==> src/rtl/nibble_serial_adder_pkg.sv <==
// nibble_serial_adder_pkg: shared nibble width and FSM state encoding for the nibble-serial adder.
package nibble_serial_adder_pkg;
    localparam int NIBBLE_W = 4;
    typedef enum logic [1:0] {
        S_IDLE = 2'd0,
        S_RUN  = 2'd1,
        S_DONE = 2'd2
    } state_t;
endpackage

==> src/rtl/nibble_serial_adder_cla.sv <==
// nibble_serial_adder_cla: 4-bit carry-lookahead adder, the single arithmetic slice of the serial adder.
module nibble_serial_adder_cla (
    input  logic [3:0] a,
    input  logic [3:0] b,
    input  logic       cin,
    output logic [3:0] sum,
    output logic       cout
);
    logic [3:0] g, p;
    logic [4:0] c;
    assign g = a & b;
    assign p = a ^ b;
    assign c[0] = cin;
    assign c[1] = g[0] | (p[0] & cin);
    assign c[2] = g[1] | (p[1] & g[0]) | (p[1] & p[0] & cin);
    assign c[3] = g[2] | (p[2] & g[1]) | (p[2] & p[1] & g[0]) | (p[2] & p[1] & p[0] & cin);
    assign c[4] = g[3] | (p[3] & g[2]) | (p[3] & p[2] & g[1]) | (p[3] & p[2] & p[1] & g[0])
                | (p[3] & p[2] & p[1] & p[0] & cin);
    assign sum  = p ^ c[3:0];
    assign cout = c[4];
endmodule

==> src/rtl/nibble_serial_adder.sv <==
// nibble_serial_adder: WIDTH-bit add, one nibble per cycle through a shared CLA, LSB first.
// Optional subtract (a - b, sub port) when NSA_SUB_EN is defined.
module nibble_serial_adder
    import nibble_serial_adder_pkg::*;
#(
    parameter int WIDTH = 16
) (
    input  logic             clk,
    input  logic             rst_n,
    input  logic             start,
    input  logic [WIDTH-1:0] a,
    input  logic [WIDTH-1:0] b,
    input  logic             cin,
`ifdef NSA_SUB_EN
    input  logic             sub,
`endif
    output logic             busy,
    output logic             done,
    output logic [WIDTH-1:0] sum,
    output logic             cout
);
    localparam int N  = WIDTH / NIBBLE_W;
    localparam int IW = (N > 1) ? $clog2(N) : 1;
    state_t           state;
    logic [IW-1:0]    idx;
    logic [WIDTH-1:0] a_r, b_r, res, res_n;
    logic             carry;
    logic [3:0]       a_n, b_n, s_n;
    logic             c_n;
`ifdef NSA_SUB_EN
    logic             sub_r;
    assign b_n = b_r[NIBBLE_W*idx +: NIBBLE_W] ^ {NIBBLE_W{sub_r}};
`else
    assign b_n = b_r[NIBBLE_W*idx +: NIBBLE_W];
`endif
    assign a_n = a_r[NIBBLE_W*idx +: NIBBLE_W];
    // carry is preloaded with the first-nibble carry-in at accept, so the CLA always takes it
    nibble_serial_adder_cla u_cla (
        .a    (a_n),
        .b    (b_n),
        .cin  (carry),
        .sum  (s_n),
        .cout (c_n)
    );
    always_comb begin
        res_n = res;
        res_n[NIBBLE_W*idx +: NIBBLE_W] = s_n;
    end
    always_ff @(posedge clk or negedge rst_n) begin
        if (!rst_n) begin
            state <= S_IDLE;
            idx   <= '0;
            a_r   <= '0;
            b_r   <= '0;
            res   <= '0;
            carry <= 1'b0;
            busy  <= 1'b0;
            done  <= 1'b0;
            sum   <= '0;
            cout  <= 1'b0;
`ifdef NSA_SUB_EN
            sub_r <= 1'b0;
`endif
        end else begin
            done <= 1'b0;
            case (state)
                S_RUN: begin
                    res   <= res_n;
                    carry <= c_n;
                    if (idx == IW'(N - 1)) begin
                        state <= S_DONE;
                        busy  <= 1'b0;
                        done  <= 1'b1;
                        sum   <= res_n;
                        cout  <= c_n;
                    end else begin
                        idx <= idx + IW'(1);
                    end
                end
                default: begin
                    if (start) begin
                        state <= S_RUN;
                        busy  <= 1'b1;
                        idx   <= '0;
                        a_r   <= a;
                        b_r   <= b;
`ifdef NSA_SUB_EN
                        sub_r <= sub;
                        carry <= sub ? 1'b1 : cin;
`else
                        carry <= cin;
`endif
                    end else begin
                        state <= S_IDLE;
                    end
                end
            endcase
        end
    end
endmodule

==> config.mk <==
export PLATFORM = sky130hd
export DESIGN_NAME = nibble_serial_adder
export DESIGN_NICKNAME = d
export VERILOG_FILES = /design/src/rtl/nibble_serial_adder_pkg.sv /design/src/rtl/nibble_serial_adder_cla.sv /design/src/rtl/nibble_serial_adder.sv
export SDC_FILE = /design/constraint.sdc
export NUM_CORES = 1
export LEC_CHECK = 0
export ABC_AREA = 1
export CORE_ASPECT_RATIO = 0.6
export CORE_UTILIZATION = 50
export CTS_CLUSTER_SIZE = 25
export DETAILED_ROUTE_END_ITERATION = 7
export DONT_BUFFER_PORTS = 1
export GPL_ROUTABILITY_DRIVEN = 0
export PLACE_DENSITY = 0.71
export SYNTH_ARGS = -nofsm -noshare
export SYNTH_HDL_FRONTEND = slang
export SYNTH_SLANG_ARGS = --single-unit
==> constraint.sdc <==
create_clock -name clk -period 2.6 [get_ports clk]
set_input_delay 0.78 -clock clk [delete_from_list [all_inputs] [get_ports clk]]
set_output_delay 0.78 -clock clk [all_outputs]
set_load 0.005 [all_outputs]
# Word level (Yosys, flattened, before mapping)
# Cells that the tools add are included.
# classes
n_mux,14
div,0
n_addsub,2
eq_ne,4
multipliers,0
reduce_logical,5
shifts,4
order_cmp,0
bitwise_logic,30
# op_table
cell,count
$neg 4->34,1
$shift 4x34->16 const A,1
$shiftx 4x34->16,1
$shiftx 16x5->4,2
$and 1x1->1,16
$bwmux 16,1
$mux 2,5
$or 1x1->1,10
$mux 1,8
$reduce_and 2->1,4
$xor 4x4->4,2
$and 4x4->4,1
$ne 2x2->1 const B,2
$add 2x1->2 const B,1
$eq 2x1->1 const B,1
$eq 2x2->1 const B,1
$reduce_bool 2->1,1
$not 1->1,1
# totals
regBits,72
ram_bits,0
in_bits,36
latchBits,0
output_inout_bits,19
mem_bits_ro,0
n_memories,0
word_cells,69

# Longest topological paths before layout
# Gate-level depths: netlist of run 1.
# depth
word_depth,9
mapped_depth,16

# Modules after synthesis
# From an unflattened synthesis of run 1, not the netlist that was laid out.
# unflattened
cells_unflattened,460
area_unflattened_um2,3518.4
# by_module_without_submodules
module,cells_each,n_inst,area_per_inst_um2
nibble_serial_adder,429,1,3329.4
nibble_serial_adder_cla,31,1,188.9

# Worst setup path after synthesis of run 1
# Ideal clock, no wire load.
# synth_path
path_kind,register to register
startpoint,register idx[0]
endpoint,register res[11]
t_arrival_ps,2164
synth_period_minus_slack_ps,2230
stages_incl_launch_ff,14
slack_ps,370
setup_ps,66
cell_sequence,dfrtp_1 buf_2 clkinv_1 buf_2 o21ai_0 o22ai_1 ha_1 a21oi_1 nand3_1 nand2_1 nand2_1 o21ai_0 nand2_1 nand2_1
# synth_between
elab_chain_len,9
word_cells_on_any_way,24
cone_classes,add/sub: 1; shift: 4; mux: 1; bitwise: 18
# synth_lines
element,line,source
"start, declared",nibble_serial_adder.sv:25,logic [IW-1:0] idx;
"start signal, assigned",nibble_serial_adder.sv:77,idx <= idx + IW'(1);
$shiftx 16x5->4 (on tied branches),"nibble_serial_adder.sv:36, nibble_serial_adder.sv:34",
$xor 4x4->4 / $and 4x4->4 (equally long branches),"nibble_serial_adder_cla.sv:12, nibble_serial_adder_cla.sv:11",
$and 1x1->1,nibble_serial_adder_cla.sv:16,assign c[3] = g[2] | (p[2] & g[1]) | (p[2] & p[1] & g[0]) | (p[2] & p[1] & p[0] & cin);
$or 1x1->1 / $and 1x1->1 (equally long branches) (2 in series),nibble_serial_adder_cla.sv:16,
$or 1x1->1,nibble_serial_adder_cla.sv:16,
$xor 4x4->4,nibble_serial_adder_cla.sv:19,assign sum = p ^ c[3:0];
$shiftx 4x34->16,nibble_serial_adder.sv:47,res_n[NIBBLE_W*idx +: NIBBLE_W] = s_n;
$bwmux 16 *,nibble_serial_adder.sv:47,
"end signal, assigned",nibble_serial_adder.sv:68,res <= res_n;
"end, declared",nibble_serial_adder.sv:26,"logic [WIDTH-1:0] a_r, b_r, res, res_n;"
# Every way passes the cells marked *; elsewhere a longest branch is shown, timed or not.
# A chain may end at the register's enable or synchronous reset.

# Worst setup path after layout of run 1
# layout_path
startpoint,register idx[0]
endpoint,register sum[11]
# layout_between
elab_chain_len,9
word_cells_on_any_way,26
cone_classes,add/sub: 1; eq/ne: 1; shift: 4; mux: 1; bitwise: 18; reduce/logical: 1
# layout_lines
element,line,source
$shiftx 16x5->4 (on tied branches),"nibble_serial_adder.sv:36, nibble_serial_adder.sv:34",
$xor 4x4->4 / $and 4x4->4 (equally long branches),"nibble_serial_adder_cla.sv:12, nibble_serial_adder_cla.sv:11",
$and 1x1->1,nibble_serial_adder_cla.sv:16,
$or 1x1->1 / $and 1x1->1 (equally long branches) (2 in series),nibble_serial_adder_cla.sv:16,
$or 1x1->1,nibble_serial_adder_cla.sv:16,
$xor 4x4->4,nibble_serial_adder_cla.sv:19,
$shiftx 4x34->16,nibble_serial_adder.sv:47,
$bwmux 16,nibble_serial_adder.sv:47,
"end signal, assigned",nibble_serial_adder.sv:74,sum <= res_n;
"end, declared",nibble_serial_adder.sv:19,"output logic [WIDTH-1:0] sum,"
# Parallel ways exist; a longest one is shown, timed or not.

==> results of run 1 <==
[sequential cells by signal, summed over array words and instances (netlist names), 2 cells and up]
signal and flops:
state 2, b_r 16, sum 16, a_r 16
res 16, idx 2
[layout by cell type (no fill, tap or decap), types with 2 or more instances in the layout]
cell / netlist / routed
buf_4: 1 / 7
ha_1: 11 / 11
nor2_1: 23 / 23
nand2_1: 211 / 211
nand4_1: 6 / 6
clkinv_1: 2 / 2
inv_2: 2 / 2
o21ai_0: 28 / 28
inv_1: 28 / 28
nor2_2: 2 / 2
dfrtp_1: 72 / 72
nor2_4: 2 / 2
clkbuf_16: 0 / 9
clkbuf_8: 0 / 2
nand3_1: 5 / 5
o22ai_1: 15 / 15
[final timing paths]
path | from | endpoint | slack [ns] | cells after the start
worst max-delay path | idx[0] | sum[11] | 0.24 | 13
worst max register to register | idx[0] | sum[11] | 0.24 | 13
max in group asynchronous | rst_n | sum[7] | 2.36 | 0
worst min-delay path | rst_n | a_r[13] | 0.13 | 0
worst min register to register | a_r[5] | a_r[5] | 0.47 | 2
min in group clk | a_r[5] | a_r[5] | 0.47 | 2
[metrics by stage]
stage	util, %	area [µm²]	instances	total power, W
final	59.7	3800	521	0.00554
after floorplan	-	3420	430	0.00366
after global routing	59.7	3800	521	0.00602
after global placement	54.9	3490	505	0.00418
after CTS	59.7	3800	521	0.00555
after detailed placement	54.9	3490	505	0.00426
[layout make-up]
type,instances,area [µm²]
Multi-Input combinational cell,310,1410
Fill cell,567,2560
Clock buffer,12,256
Timing Repair Buffer,7,52.6
Inverter,32,120
Tap cell,84,105
Clock inverter,4,51.3
Sequential cell,72,1800
[per-layer routing]
metal,vias up,global-route usage [%],wire [µm]
li1,1353,-,-
met1,1260,34.0,3900
met2,87,32.9,2940
met3,0,9.66,549
met4,0,5.57,0
met5,-,0,0
[where the power goes]
group,internal [W],switching [W]
combinational,0.000804,0.00166
sequential,0.00156,0.000272
clock,0.000796,0.000457
total,0.00316,0.00238
[cells by family after synthesis]
kind of cell    share of synthesized area, %
simple gates                            28.5
flops                                   52.7
compound gates                          7.87
buf+inv                                 6.04
fa+ha+maj                               4.61
xor+xnor                               0.256
==> flow_summary.toml, run 1 <==
[floorplanning]
die-area_um2 = 7190
io_pins = 55
coreArea_um2 = 6360
num_rows = 22
start_util_pct = 53.8
fp.dieH_um = 66.1
die-width_um = 109

[placed_design]
io_buffers = 0
hpwl_um = 5260
place_ws_ns = 0.304

[synth]
ys_top_cells_by_count = "211 x nand2_1, 72 x dfrtp_1, 28 x inv_1, 28 x o21ai_0, 23 x nor2_1"
ys_types = 24
synth_edf_count = 0
ys_warn_count = 0
post-synth-top-count-cell = "nand2_1"
synthTopCellsByArea = "dfrtp_1 53%, nand2_1 23%, o21ai_0 4.1%"
avgSynthCellArea_um2 = 7.95
ys_ff_latch = 72
synth_cells = 430
syn_area_um2 = 3420
synth_nets = 478
synth_ff_type = "dfrtp_1"
yosysTopAreaCell = "dfrtp_1"
ys_seq_area_share_pct = 52.7
yosysTopAreaCellShare_pct = 52.7
synthArstFlopShare_pct = 100

[sta]
rsz0062_at_grt = "no"
fmax_mhz = 424
relSlewSlack_pct = 38.1
worst_hold_slack_ns = 0.133
drv_slew = 0
fin_tns_setup_ns = 0
worst_slack_ns = 0.239
fin_crit_ns = 2.36
worst_pin_slew_ns = 0.927
setup-violations-final = 0
hold_viol_final = 0
fin_crit_sh_pct = 90.8
clock_skew_ns = 0.00765

[worst_setup_path]
cp_cell_sequence = "buf_4, o21ai_0, o22ai_1, ha_1, nand2_1, nand2_1, nand2_1, nand3_1, nand2_1, nand2_1, o21ai_0, nand2_1, nand2_1"
crit_slowest_cell = "dfrtp_1"
crit_path_start_kind = "flop"
arrival_ns = 2.63
cp_top_family = "compound AO/OA/AOI/OAI gates"
cp_num_buf_inv = 1
cp.required_ns = 2.87
critPathCaptureType = "flop"
crit_type = "flop to flop"
cp_common_cell = "nand2_1"
max_stage_delay_ns = 0.35
critPathMaxFanout = 27

[grt]
antenna_found_initial = 0
grt_max_degree = 73
grt_pass1_vias = 2577
grt_pass1_wl_um = 12400
grt.overflow.total = 0
grt_usage_pct = 23.6

[pwr]
peakVddDrop_mv = 0.684
power.density_nw_per_um2 = 1460
leakagePower_nw = 2.03

[cts]
postCtsSetupBuffers = 0
clkTransAtPathRegs_ns = 0.06
ctsHoldBuffers = 0
h-tree-depth = 3
cts_resized = 0
clock_sinks = 72
cts_buffers = 9
clk_latency_ns = 0.34
tritoncts = "done"
cts-root-buf = "clkbuf_16"
cts.path.max_buffers = 2

[layout]
antenna_cells = 0
syn2layout_area_growth_pct = 11.1
nets = 480
drive_above_1_share_pct = 6.41

[routing]
drtIter0Drc = 217
drt_pass1_iterations = 5
drtAntennaViolNets = 0
vias = 2700
wl_um = 7390
viasPerCell = 5.18
drc = 0
avgRoutedWirePerCell_um = 14.2

[min_path]
min_path_type = "primary input to asynchronous set/reset pin"

[outcome]
status = "complete, no violations"

[job]
drv_cap = 0
Power figures use the tool's default switching activity.
==> run 2: changes to the inputs <==
--- a/config.mk
+++ b/config.mk
@@ -12,7 +12,6 @@
 export DETAILED_ROUTE_END_ITERATION = 7
 export DONT_BUFFER_PORTS = 1
 export GPL_ROUTABILITY_DRIVEN = 0
-export PLACE_DENSITY = 0.71
 export SYNTH_ARGS = -nofsm -noshare
 export SYNTH_HDL_FRONTEND = slang
 export SYNTH_SLANG_ARGS = --single-unit
==> flow_summary.toml, run 2 (synthesis gave the netlist of run 1 again) <==
[grt]
antenna_found_initial = 0
grt_pass1_wl_um = 12400
grt_pass1_vias = 2491
grt.overflow.total = 0
grt_usage_pct = 23.9
grt_max_degree = 73

[layout]
final_cell_mix = "211 x nand2_1, 72 x dfrtp_1, 28 x inv_1, 26 x o21ai_0, 23 x nor2_1"
antenna_cells = 0
fin_util_pct = 61.6
drive_above_1_share_pct = 7.73
nFillCells = 583
seq_area_um2 = 1800
syn2layout_area_growth_pct = 14.5
multi_input_area_um2 = 1410
instances_no_fill = 524
layout_commonest_cell = "nand2_1"
fin_area_um2 = 3910
nets = 483

[pwr]
leakagePower_nw = 2.08
power.density_nw_per_um2 = 1530
comb_power_share_pct = 42.3
intPower_w = 0.00352
switchingPower_w = 0.00246
clkPwrFrac_pct = 27.1
pwr-share-seq_pct = 30.6
swShare_pct = 41.1
power_w = 0.00598
peakVddDrop_mv = 0.870

[cts]
ctsHoldBuffers = 0
cts_buffers = 9
clk_latency_ns = 0.34
clock_sinks = 72
cts.path.max_buffers = 2
clkTransAtPathRegs_ns = 0.06
h-tree-depth = 3
tritoncts = "done"
cts-root-buf = "clkbuf_16"

[worst_setup_path]
crit_slowest_cell = "dfrtp_1"
reg2reg_from = "idx[0]"
cp.required_ns = 2.88
reg2reg_depth = 11
critPathMaxFanout = 15
cp_top_family = "compound AO/OA/AOI/OAI gates"
critPathCaptureType = "flop"
reg2reg_slack_ns = 0.25
crit_type = "flop to flop"
arrival_ns = 2.63
cp_num_buf_inv = 1
reg2reg_to = "sum[11]"
cp_cell_sequence = "clkinvlp_4, o21ai_0, o22ai_1, ha_1, a21oi_1, nand3_1, nand2_1, nand2_1, o21ai_0, nand2_1, nand2_1"
max_stage_delay_ns = 0.38
cp_common_cell = "nand2_1"
crit_path_start_kind = "flop"

[placed_design]
place_ws_ns = 0.193
io_buffers = 0
dp_cells = 507
placed_area_um2 = 3510
hpwl_um = 5290

[sta]
fin_crit_ns = 2.35
fin_crit_sh_pct = 90.4
clock_skew_ns = 0.00484
drv_slew = 0
relSlewSlack_pct = 72.9
setup-violations-final = 0
worst_pin_slew_ns = 0.402
hold_viol_final = 0
worst_slack_ns = 0.249
fmax_mhz = 425

[floorplanning]
num_rows = 22
fp.dieH_um = 66.1
coreArea_um2 = 6360
die-area_um2 = 7190
die-width_um = 109
start_util_pct = 53.8
io_pins = 55

[routing]
drt_pass1_iterations = 5
wl_um = 7570
vias = 2684
viasPerCell = 5.12
drtAntennaViolNets = 0
avgRoutedWirePerCell_um = 14.4
drtIter0Drc = 153
drc = 0

[job]
drv_cap = 0

[outcome]
status = "complete, no violations"

[min_path]
min_path_type = "primary input to asynchronous set/reset pin"
-- run 2: worst reg2reg max path: stages (launching register included) --
cell	delay, ns
dfrtp_1	0.38
clkinvlp_4	0.23
o21ai_0	0.22
o22ai_1	0.13
ha_1	0.36
a21oi_1	0.23
nand3_1	0.11
nand2_1	0.18
nand2_1	0.07
o21ai_0	0.24
nand2_1	0.08
nand2_1	0.06
-- run 2: worst max path at each step --
stage,from,endpoint,depth (start not counted)
2_1_floorplan,idx[0],res[11],13
3_3_place_gp,idx[0],sum[11],11
3_5_place_dp,idx[0],sum[11],11
4_1_cts,idx[0],sum[11],11
5_1_grt,idx[0],sum[11],13
6_report,idx[0],sum[11],11
-- run 2: power by group through the flow --
stage	sequential (W)	combinational [W]	clock, W
4_1_cts	0.00183	0.00250	0.00164
2_1_floorplan	0.00176	0.00190	0
6_report	0.00183	0.00253	0.00162
3_5_place_dp	0.00184	0.00248	0
5_1_grt	0.00188	0.00291	0.00168
3_3_place_gp	0.00184	0.00245	0
-- run 2: layer usage --
| metal | part of all wire, % | up-vias | track usage (%) |
|---|---|---|---|
| li1 | - | 1357 | - |
| met1 | 54 | 1234 | 36.8 |
| met2 | 36 | 84 | 30.0 |
| met3 | 8.5 | 9 | 8.47 |
| met4 | 1.2 | 0 | 8.11 |
| met5 | 0 | - | 0 |
-- run 2: metrics by stage --
stage	setup TNS, ns	hold slack (ns)
6_report	0	0.130
2_1_floorplan	0	0.437
4_1_cts	0	0.121
3_3_place_gp	0	0.459
3_5_place_dp	0	0.460
5_1_grt	-0.00548	0.115
-- run 2: repair_timing --
action / CTS / global route
endpoints found under the setup margin: 0 / 9
buffers inserted: 0 / 1
resized for setup: 0 / 4
-- run 2: area by class of cell --
| cell class | instances | share of cell area, % |
|---|---|---|
| multi-input combinational | 310 | 36.1 |
| clock inverter | 7 | 4.28 |
| tap | 84 | 2.69 |
| inverter | 32 | 3.26 |
| sequential | 72 | 46.0 |
| timing repair buffer | 10 | 1.92 |
| clock buffer | 9 | 5.75 |
